**src/rtl/mips_pkg.sv**
```systemverilog
// Shared pipeline definitions: register-address widths, the zero register,
// the pending-load slot layout and the register-read match helper.
package mips_pkg;

   localparam int REG_AW_DEF = 5;
   // Slots store addresses at this width so one slot type serves any REG_AW up to it.
   localparam int REG_AW_MAX = 8;

   localparam logic [REG_AW_MAX-1:0] REG_ZERO = '0;

   typedef struct packed {
      logic                  valid;
      logic [REG_AW_MAX-1:0] rd;
   } pend_slot_t;

   // True when the ID instruction reads register x; register 0 never matches.
   function automatic logic reads_reg(input logic [REG_AW_MAX-1:0] rs,
                                      input logic [REG_AW_MAX-1:0] rt,
                                      input logic                  rs_used,
                                      input logic                  rt_used,
                                      input logic [REG_AW_MAX-1:0] x);
      return (x != REG_ZERO) && ((rs_used && (rs == x)) || (rt_used && (rt == x)));
   endfunction

endpackage

```
**src/rtl/hazard_pend_pipe.sv**
```systemverilog
// Shift register of loads that have left EX but whose data is not yet
// forwardable; reports whether any valid slot feeds the ID instruction.
module hazard_pend_pipe
   import mips_pkg::*;
#(
   parameter int DEPTH = 0
) (
   input  logic                  clk,
   input  logic                  rst_n,
   input  pend_slot_t            push,
   input  logic [REG_AW_MAX-1:0] rs,
   input  logic [REG_AW_MAX-1:0] rt,
   input  logic                  rs_used,
   input  logic                  rt_used,
   output logic                  slot_hit
);

   generate
      if (DEPTH == 0) begin : g_none
         logic unused_ok;
         assign unused_ok = ^{clk, rst_n, push, rs, rt, rs_used, rt_used};
         assign slot_hit  = 1'b0;
      end else begin : g_pipe
         pend_slot_t slot_q [DEPTH];
         pend_slot_t slot_d [DEPTH];

         always_comb begin
            slot_d[0] = push;
            for (int i = 1; i < DEPTH; i++) begin
               slot_d[i] = slot_q[i-1];
            end
         end

         always_ff @(posedge clk or negedge rst_n) begin
            if (!rst_n) begin
               for (int i = 0; i < DEPTH; i++) begin
                  slot_q[i] <= '0;
               end
            end else begin
               for (int i = 0; i < DEPTH; i++) begin
                  slot_q[i] <= slot_d[i];
               end
            end
         end

         // Any matching entry stalls, so the youngest match holds bubble until it drains.
         always_comb begin
            slot_hit = 1'b0;
            for (int i = 0; i < DEPTH; i++) begin
               if (slot_q[i].valid && reads_reg(rs, rt, rs_used, rt_used, slot_q[i].rd)) begin
                  slot_hit = 1'b1;
               end
            end
         end
      end
   endgenerate

endmodule

```
**src/rtl/hazard_scoreboard.sv**
```systemverilog
// Load-use hazard detector with a LOAD_LAT-deep pending-load scoreboard.
// Optional stall statistics are built when HAZARD_STATS_EN is defined.
module hazard_scoreboard
   import mips_pkg::*;
#(
   parameter int REG_AW   = REG_AW_DEF,
   parameter int LOAD_LAT = 1,
   parameter int CNT_W    = 32
) (
   input  logic              clk,
   input  logic              rst_n,
   input  logic [REG_AW-1:0] rs,
   input  logic [REG_AW-1:0] rt,
   input  logic              rs_used,
   input  logic              rt_used,
   input  logic [REG_AW-1:0] ex_rd,
   input  logic              ex_mem_read,
   input  logic              ex_valid,
   input  logic              flush,
   output logic              bubble,
   output logic [CNT_W-1:0]  stall_cycles,
   output logic [CNT_W-1:0]  stall_events
);

   logic [REG_AW_MAX-1:0] rs_w;
   logic [REG_AW_MAX-1:0] rt_w;
   logic [REG_AW_MAX-1:0] ex_rd_w;
   logic                  ex_is_load;
   logic                  ex_hit;
   logic                  slot_hit;
   pend_slot_t            push;

   assign rs_w    = REG_AW_MAX'(rs);
   assign rt_w    = REG_AW_MAX'(rt);
   assign ex_rd_w = REG_AW_MAX'(ex_rd);

   assign ex_is_load = ex_valid & ex_mem_read;
   assign ex_hit     = ex_is_load & reads_reg(rs_w, rt_w, rs_used, rt_used, ex_rd_w);

   // A flushed load never reaches the slots; loads already past EX keep advancing.
   assign push.valid = ex_is_load & ~flush & (ex_rd_w != REG_ZERO);
   assign push.rd    = ex_rd_w;

   hazard_pend_pipe #(
      .DEPTH (LOAD_LAT - 1)
   ) u_pend (
      .clk      (clk),
      .rst_n    (rst_n),
      .push     (push),
      .rs       (rs_w),
      .rt       (rt_w),
      .rs_used  (rs_used),
      .rt_used  (rt_used),
      .slot_hit (slot_hit)
   );

   assign bubble = ~flush & (ex_hit | slot_hit);

`ifdef HAZARD_STATS_EN
   logic [CNT_W-1:0] stall_cycles_q, stall_cycles_d;
   logic [CNT_W-1:0] stall_events_q, stall_events_d;
   logic             bubble_prev_q, bubble_prev_d;

   // Both counters saturate at all-ones rather than wrapping.
   always_comb begin
      stall_cycles_d = stall_cycles_q;
      stall_events_d = stall_events_q;
      bubble_prev_d  = bubble;
      if (bubble && !(&stall_cycles_q)) begin
         stall_cycles_d = stall_cycles_q + 1'b1;
      end
      if (bubble && !bubble_prev_q && !(&stall_events_q)) begin
         stall_events_d = stall_events_q + 1'b1;
      end
   end

   always_ff @(posedge clk or negedge rst_n) begin
      if (!rst_n) begin
         stall_cycles_q <= '0;
         stall_events_q <= '0;
         bubble_prev_q  <= 1'b0;
      end else begin
         stall_cycles_q <= stall_cycles_d;
         stall_events_q <= stall_events_d;
         bubble_prev_q  <= bubble_prev_d;
      end
   end

   assign stall_cycles = stall_cycles_q;
   assign stall_events = stall_events_q;
`else
   assign stall_cycles = '0;
   assign stall_events = '0;
`endif

endmodule

```
**config.mk**
```make
export PLATFORM = sky130hd
export DESIGN_NAME = hazard_scoreboard
export DESIGN_NICKNAME = d
export VERILOG_FILES = /design/src/rtl/mips_pkg.sv /design/src/rtl/hazard_pend_pipe.sv /design/src/rtl/hazard_scoreboard.sv
export SDC_FILE = /design/constraint.sdc
export NUM_CORES = 1
export LEC_CHECK = 0
export CORE_ASPECT_RATIO = 1.4
export CORE_MARGIN = 5
export CORE_UTILIZATION = 23
export DETAILED_ROUTE_END_ITERATION = 8
export GPL_TIMING_DRIVEN = 0
export PLACE_DENSITY = 0.91
export SYNTH_ARGS = -nofsm -noshare
export SYNTH_HDL_FRONTEND = slang
export SYNTH_SLANG_ARGS = --single-unit
```
**constraint.sdc**
```tcl
create_clock -name vclk -period 1.5
set_input_delay 0.45 -clock vclk [all_inputs]
set_output_delay 0.45 -clock vclk [all_outputs]
set_load 0.1 [all_outputs]
```
==> flow_summary_export.csv, run 1 <==
group,metric,value,unit
sta,hold_viol,0,
flow_run,maxCapViolations,0,
status,violations,"setup timing",
sta,fin_crit_sh,1.32,
layout,layout.nets,192,
routing,drt_iter0_markers,2,
routing,first_pass_iters,2,
global_route,gr-usage-all-layers,0.0659,
logic_synthesis,syn_avg_cell_area,7.45,um2
placed_design,finalWeightedCongestion,0.645,
sta,drv_slew,0,
critical_path,critPathMaxFanout,3,
layout,design.seq.count,0,
sta,whs,1.37,ns
routing,viasPerCell,2.80,
logic_synthesis,synth_top_area_share,0.768,
layout,nClkBuffers,0,
die,dieArea,0.00388,mm2
die,die_y,71.7,um
sta,finalWorstSetupSlack,-0.483,ns
routing,via_count,571,
status,status,"complete, but fails checks",
cts,ctsHoldBuffers,0,
logic_synthesis,post-synth-top-count-cell,"buf_4",
critical_path,critPathRequiredTime,1.05,ns
placed_design,dp_hpwl,1.44,mm
logic_synthesis,synth_area,626,um2
sta,finalSetupViolCount,1,
power_and_ir_drop,peakVddDrop,0.455,mV
routing,remaining_drc_errors,0,
critical_path,arrival,1.53,ns
critical_path,crit_type,"in -> out",
sta,setup_tns,-0.483,ns
power_and_ir_drop,powerDensity,814,mW/mm2
routing,ant_nets,0,
cts,post_cts_buffers,0,
global_route,antenna_found_initial,0,
layout,post-route-cell-area,0.00113,mm2
logic_synthesis,ys_seq_area_frac,0,
die,core_area,0.00262,mm2
layout,diodes,0,
power_and_ir_drop,power,0.918,mW
layout,seq_area,0,um2
logic_synthesis,synth_commonest_cells,"buf_4 (64), xor2_1 (8), nand3_1 (2), xnor2_1 (2)",
global_route,grt_pass1_vias,537,
sta,fmax,0.504,GHz
logic_synthesis,synth_area_leaders,"buf_4 (77%), xor2_1 (11%), xnor2_1 (2.8%), nor4_2 (2.0%), nand3_1 (1.6%)",
sta,fin_crit,1.98,ns
die,initial_core_util,0.239,
sta,rsz0062_at_grt,"yes",
critical_path,endpoint_kind,"output port",
logic_synthesis,yosysUniqueCellTypes,12,
logic_synthesis,synth_cells,84,
placed_design,io_buffer_count,21,
logic_synthesis,ys_warn_count,0,
die,rows,22,
die,die_x,54.1,um
global_route,grt_pass1_wl,2.05,mm
routing,wl_per_cell,7.09,um
layout,area_delta_synth_final,80.2,%
layout,utilization,0.431,
routing,totalWireLength,1.45,mm
global_route,grt_overflow,0,
critical_path,crit_path_start_kind,"primary input",
power_and_ir_drop,p_leak,0.705,nW
layout,drive_gt1_frac,0.488,
global_route,grt_max_degree,4,
die,io_pins,87,
placed_design,placed_area,0.00113,mm2
worst_hold_path,hp-class,"in -> out",
logic_synthesis,yosysTopAreaCell,"buf_4",
## path summary, 6_finish.rpt
check	to	from	depth (start not counted)
max	bubble	ex_rd[3]	5
min	bubble	ex_rd[2]	4
## where the power goes
part	internal [mW]	switching, mW
sequential	0	0
clock	0	0
combinational	0.165	0.753
## final cells by class
| type | count | area, um2 |
|---|---|---|
| fill | 268 | 1490 |
| buffer | 64 | 480 |
| multi-input combinational | 83 | 418 |
| timing repair buffer | 21 | 184 |
| tap | 36 | 45.0 |
## per-layer routing
layer | global-route usage | share of wire | vias to the layer above
met3 | 0.0291 | 0.26 | 0
met2 | 0.119 | 0.41 | 68
met1 | 0.0742 | 0.33 | 203
met5 | 0 | 0 | -
met4 | 0 | 0 | 0
li1 | - | - | 300
## cell families after synthesis
family	share of synthesized area
other	0.00599
AOI/OAI and AO/OA	0.0160
and+or+nand+nor	0.0700
xor gates and xnor gates	0.140
buffers and inverters	0.768
## placed cells by master (no fill, tap or decap), types with 2 or more instances in the layout
| master | n |
|---|---|
| buf_6 | 2 |
| clkdlybuf4s15_1 | 2 |
| dlygate4sd2_1 | 2 |
| nand3_1 | 2 |
| xnor2_1 | 2 |
| clkdlybuf4s50_1 | 5 |
| buf_2 | 6 |
| conb_1 | 64 |
| xor2_1 | 7 |
| buf_4 | 65 |
## critical path, cell delays in order
cell and delay (ns):
buf_2 0.12, or4_4 0.56, o21ai_4 0.18, a21oi_4 0.05
buf_12 0.17
## timing repair
item	4_1_cts	5_1_grt
endpoints found under the setup margin	1	1
gates resized for setup	57	5
pin swaps	15	5
## through the flow
| stage | std cells | setup WS (ns) |
|---|---|---|
| 6_report | 204 | -0.483 |
| 3_3_place_gp | 204 | -1.81 |
| 4_1_cts | 204 | -0.511 |
| 3_5_place_dp | 204 | -1.82 |
| 2_1_floorplan | 147 | -0.534 |
| 5_1_grt | 204 | -0.521 |
No activity file was read; power rests on OpenSTA's default activity.
==> run 2: changes to the inputs <==
--- a/config.mk
+++ b/config.mk
@@ -11,6 +11,7 @@
 export DETAILED_ROUTE_END_ITERATION = 8
 export GPL_TIMING_DRIVEN = 0
 export PLACE_DENSITY = 0.91
+export SLEW_MARGIN = 20
 export SYNTH_ARGS = -nofsm -noshare
 export SYNTH_HDL_FRONTEND = slang
 export SYNTH_SLANG_ARGS = --single-unit
==> results of run 2 <==
No change in the layout: final DEF, timing and power equal those of run 1.
==> run 3: changes to the inputs <==
--- a/config.mk
+++ b/config.mk
@@ -5,9 +5,10 @@
 export SDC_FILE = /design/constraint.sdc
 export NUM_CORES = 1
 export LEC_CHECK = 0
+export ABC_AREA = 1
 export CORE_ASPECT_RATIO = 1.4
 export CORE_MARGIN = 5
-export CORE_UTILIZATION = 23
+export CORE_UTILIZATION = 25
 export DETAILED_ROUTE_END_ITERATION = 8
 export GPL_TIMING_DRIVEN = 0
 export PLACE_DENSITY = 0.91
==> run 3 against run 2 <==
Effect of this change: highest routed layer unchanged; wire length up 18%; the run still ends with setup timing left; sequential share of layout area unchanged; first-iteration DRC count grew to 2.5 times the previous value; worst hold slack improved by 0.013 ns; final cell count grew 19%; setup slack better by 0.30 ns; cell area rose by 14%; fmax increased by 18%; synthesized cell count is 45% higher; via count increased by 25%.
==> flow_summary_export.csv, run 3 <==
group,metric,value,unit
routing,wl_per_cell,7.02,um
logic_synthesis,ys_warn_count,0,
critical_path,crit_type,"in -> out",
power_and_ir_drop,power,0.958,mW
sta,fmax,0.593,GHz
die,die_x,55.2,um
sta,finalWorstSetupSlack,-0.187,ns
global_route,grt_overflow,0,
routing,viasPerCell,2.94,
logic_synthesis,yosysUniqueCellTypes,11,
die,initial_core_util,0.254,
die,core_area,0.00282,mm2
logic_synthesis,synth_cells,122,
routing,ant_nets,0,
critical_path,crit_top_cell,"nand2_1",
status,status,"complete, but fails checks",
sta,fin_crit_sh,1.12,
power_and_ir_drop,p_leak,0.860,nW
layout,nClkBuffers,0,
die,rows,23,
sta,rsz0062_at_grt,"yes",
layout,layout_common_cells,"buf_4 (64), conb_1 (64), nand2_1 (21), buf_6 (8)",
layout,area_delta_synth_final,79.5,%
placed_design,io_buffer_count,21,
critical_path,cp_num_buf_inv,3,
routing,via_count,715,
layout,post-route-cell-area,0.00128,mm2
power_and_ir_drop,powerDensity,746,mW/mm2
routing,wl_met3,295,um
worst_hold_path,hp-start,"rs_used",
critical_path,crit_start,"ex_rd[2]",
critical_path,endpoint_kind,"output port",
critical_path,arrival,1.24,ns
worst_hold_path,whs_endpoint,"bubble",
global_route,grt_pass1_wl,2.58,mm
routing,drt_iter0_markers,5,
die,die_y,73.3,um
die,io_pins,87,
logic_synthesis,synth_area_leaders,"buf_4 (67%), nand2_1 (14%), inv_1 (5.2%), nor2_1 (4.2%), inv_2 (2.6%)",
layout,seq_area,0,um2
logic_synthesis,synth_top_area_share,0.671,
logic_synthesis,synth_commonest_cells,"buf_4 (64), nand2_1 (27), inv_1 (10)",
sta,fin_crit,1.69,ns
flow_run,maxCapViolations,0,
critical_path,crit_path_start_kind,"primary input",
die,dieArea,0.00405,mm2
global_route,gr-usage-all-layers,0.0733,
status,violations,"setup timing",
sta,finalSetupViolCount,1,
layout,drive_gt1_frac,0.495,
routing,met1_length,560,um
layout,fill_cells,302,
routing,routed.top_layer,"met3",
placed_design,placed_area,0.00124,mm2
placed_design,dp_hpwl,1.63,mm
critical_path,slowest_delay,0.19,ns
sta,hold_viol,0,
sta,drv_slew,0,
placed_design,finalWeightedCongestion,0.759,
worst_hold_path,hold_depth,6,
logic_synthesis,synth_area,716,um2
critical_path,path_cells,"buf_6, inv_2, nand2_1, nand2_1, nor2_2, nand3_2, a21oi_4, buf_12",
layout,layout.nets,230,
global_route,antenna_found_initial,0,
critical_path,crit_slowest_cell,"buf_12",
power_and_ir_drop,peakVddDrop,0.328,mV
routing,first_pass_iters,2,
layout,design.seq.count,0,
critical_path,critPathMaxFanout,3,
layout,diodes,0,
critical_path,crit_family,"simple AND/OR/NAND/NOR gates",
routing,dr_wl_met2,850,um
worst_hold_path,hp-class,"in -> out",
logic_synthesis,ys_seq_area_frac,0,
logic_synthesis,post-synth-top-count-cell,"buf_4",
global_route,grt_pass1_vias,655,
logic_synthesis,syn_avg_cell_area,5.87,um2
global_route,grt_max_degree,5,
routing,totalWireLength,1.71,mm
critical_path,critPathRequiredTime,1.05,ns
routing,remaining_drc_errors,0,
logic_synthesis,yosysTopAreaCell,"buf_4",
[run 3: cell count changes after synthesis, sizes merged]
cell   delta
xnor2     -2
inv      +15
xor2      -8
nor2      +8
o21ai     -1
nand2    +27
nor4      -2
or4       -1
nand4     +2
[run 3: logic make-up after synthesis]
group,share of synthesized area
AO/OA/AOI/OAI,0.0122
buffers and inverters,0.750
other,0.00524
AND/OR/NAND/NOR,0.233
[run 3: routing by layer]
metal | vias up | global-route usage
li1 | 401 | -
met1 | 254 | 0.0767
met2 | 60 | 0.138
met3 | 0 | 0.0387
met4 | 0 | 0
met5 | - | 0
[run 3: layout make-up]
type               instances  area (um2)  share of cell area
multi-input cells        106         445               0.347
well taps                 37        46.3              0.0360
inverters                 15        76.3              0.0594
plain buffers             64         480               0.374
repair buffers            21         236               0.184
[run 3: worst min-delay path, stage by stage]
cell and delay, ns:
clkbuf_2 0.09, nand2_1 0.06, nor2_1 0.04, nand3_2 0.07
a21oi_4 0.06, buf_12 0.16
[run 3: worst max path at each step]
stage                     slack [ns]     end  cells past startpoint
after detailed placement       -1.66  bubble                      8
after global placement         -1.65  bubble                      8
after global routing           -0.24  bubble                      8
after CTS                      -0.22  bubble                      8
after floorplan                -0.29  bubble                      6
final                          -0.19  bubble                      8
[run 3: repair_timing]
action,in CTS,in global routing
setup endpoints to repair,1,1
resized for setup,92,17
setup buffers,0,0
pin swaps,21,16
hold buffers,0,0
[run 3: power by group]
part,switching [mW],internal [mW],total [mW],leakage (nW)
Sequential,0,0,0,0
Clock,0,0,0,0
Combinational,0.774,0.185,0.958,0.860
Total,0.774,0.185,0.958,0.860
[run 3: metrics by stage]
step	instances	hold WS, ns	utilization	worst slack, ns	TNS (ns)
2_1_floorplan	185	1.14	-	-0.293	-0.293
6_report	243	1.38	0.456	-0.187	-0.187
3_3_place_gp	243	2.44	0.440	-1.65	-1.65
3_5_place_dp	243	2.45	0.440	-1.66	-1.66
5_1_grt	243	1.41	0.456	-0.244	-0.244
4_1_cts	243	1.40	0.437	-0.218	-0.218
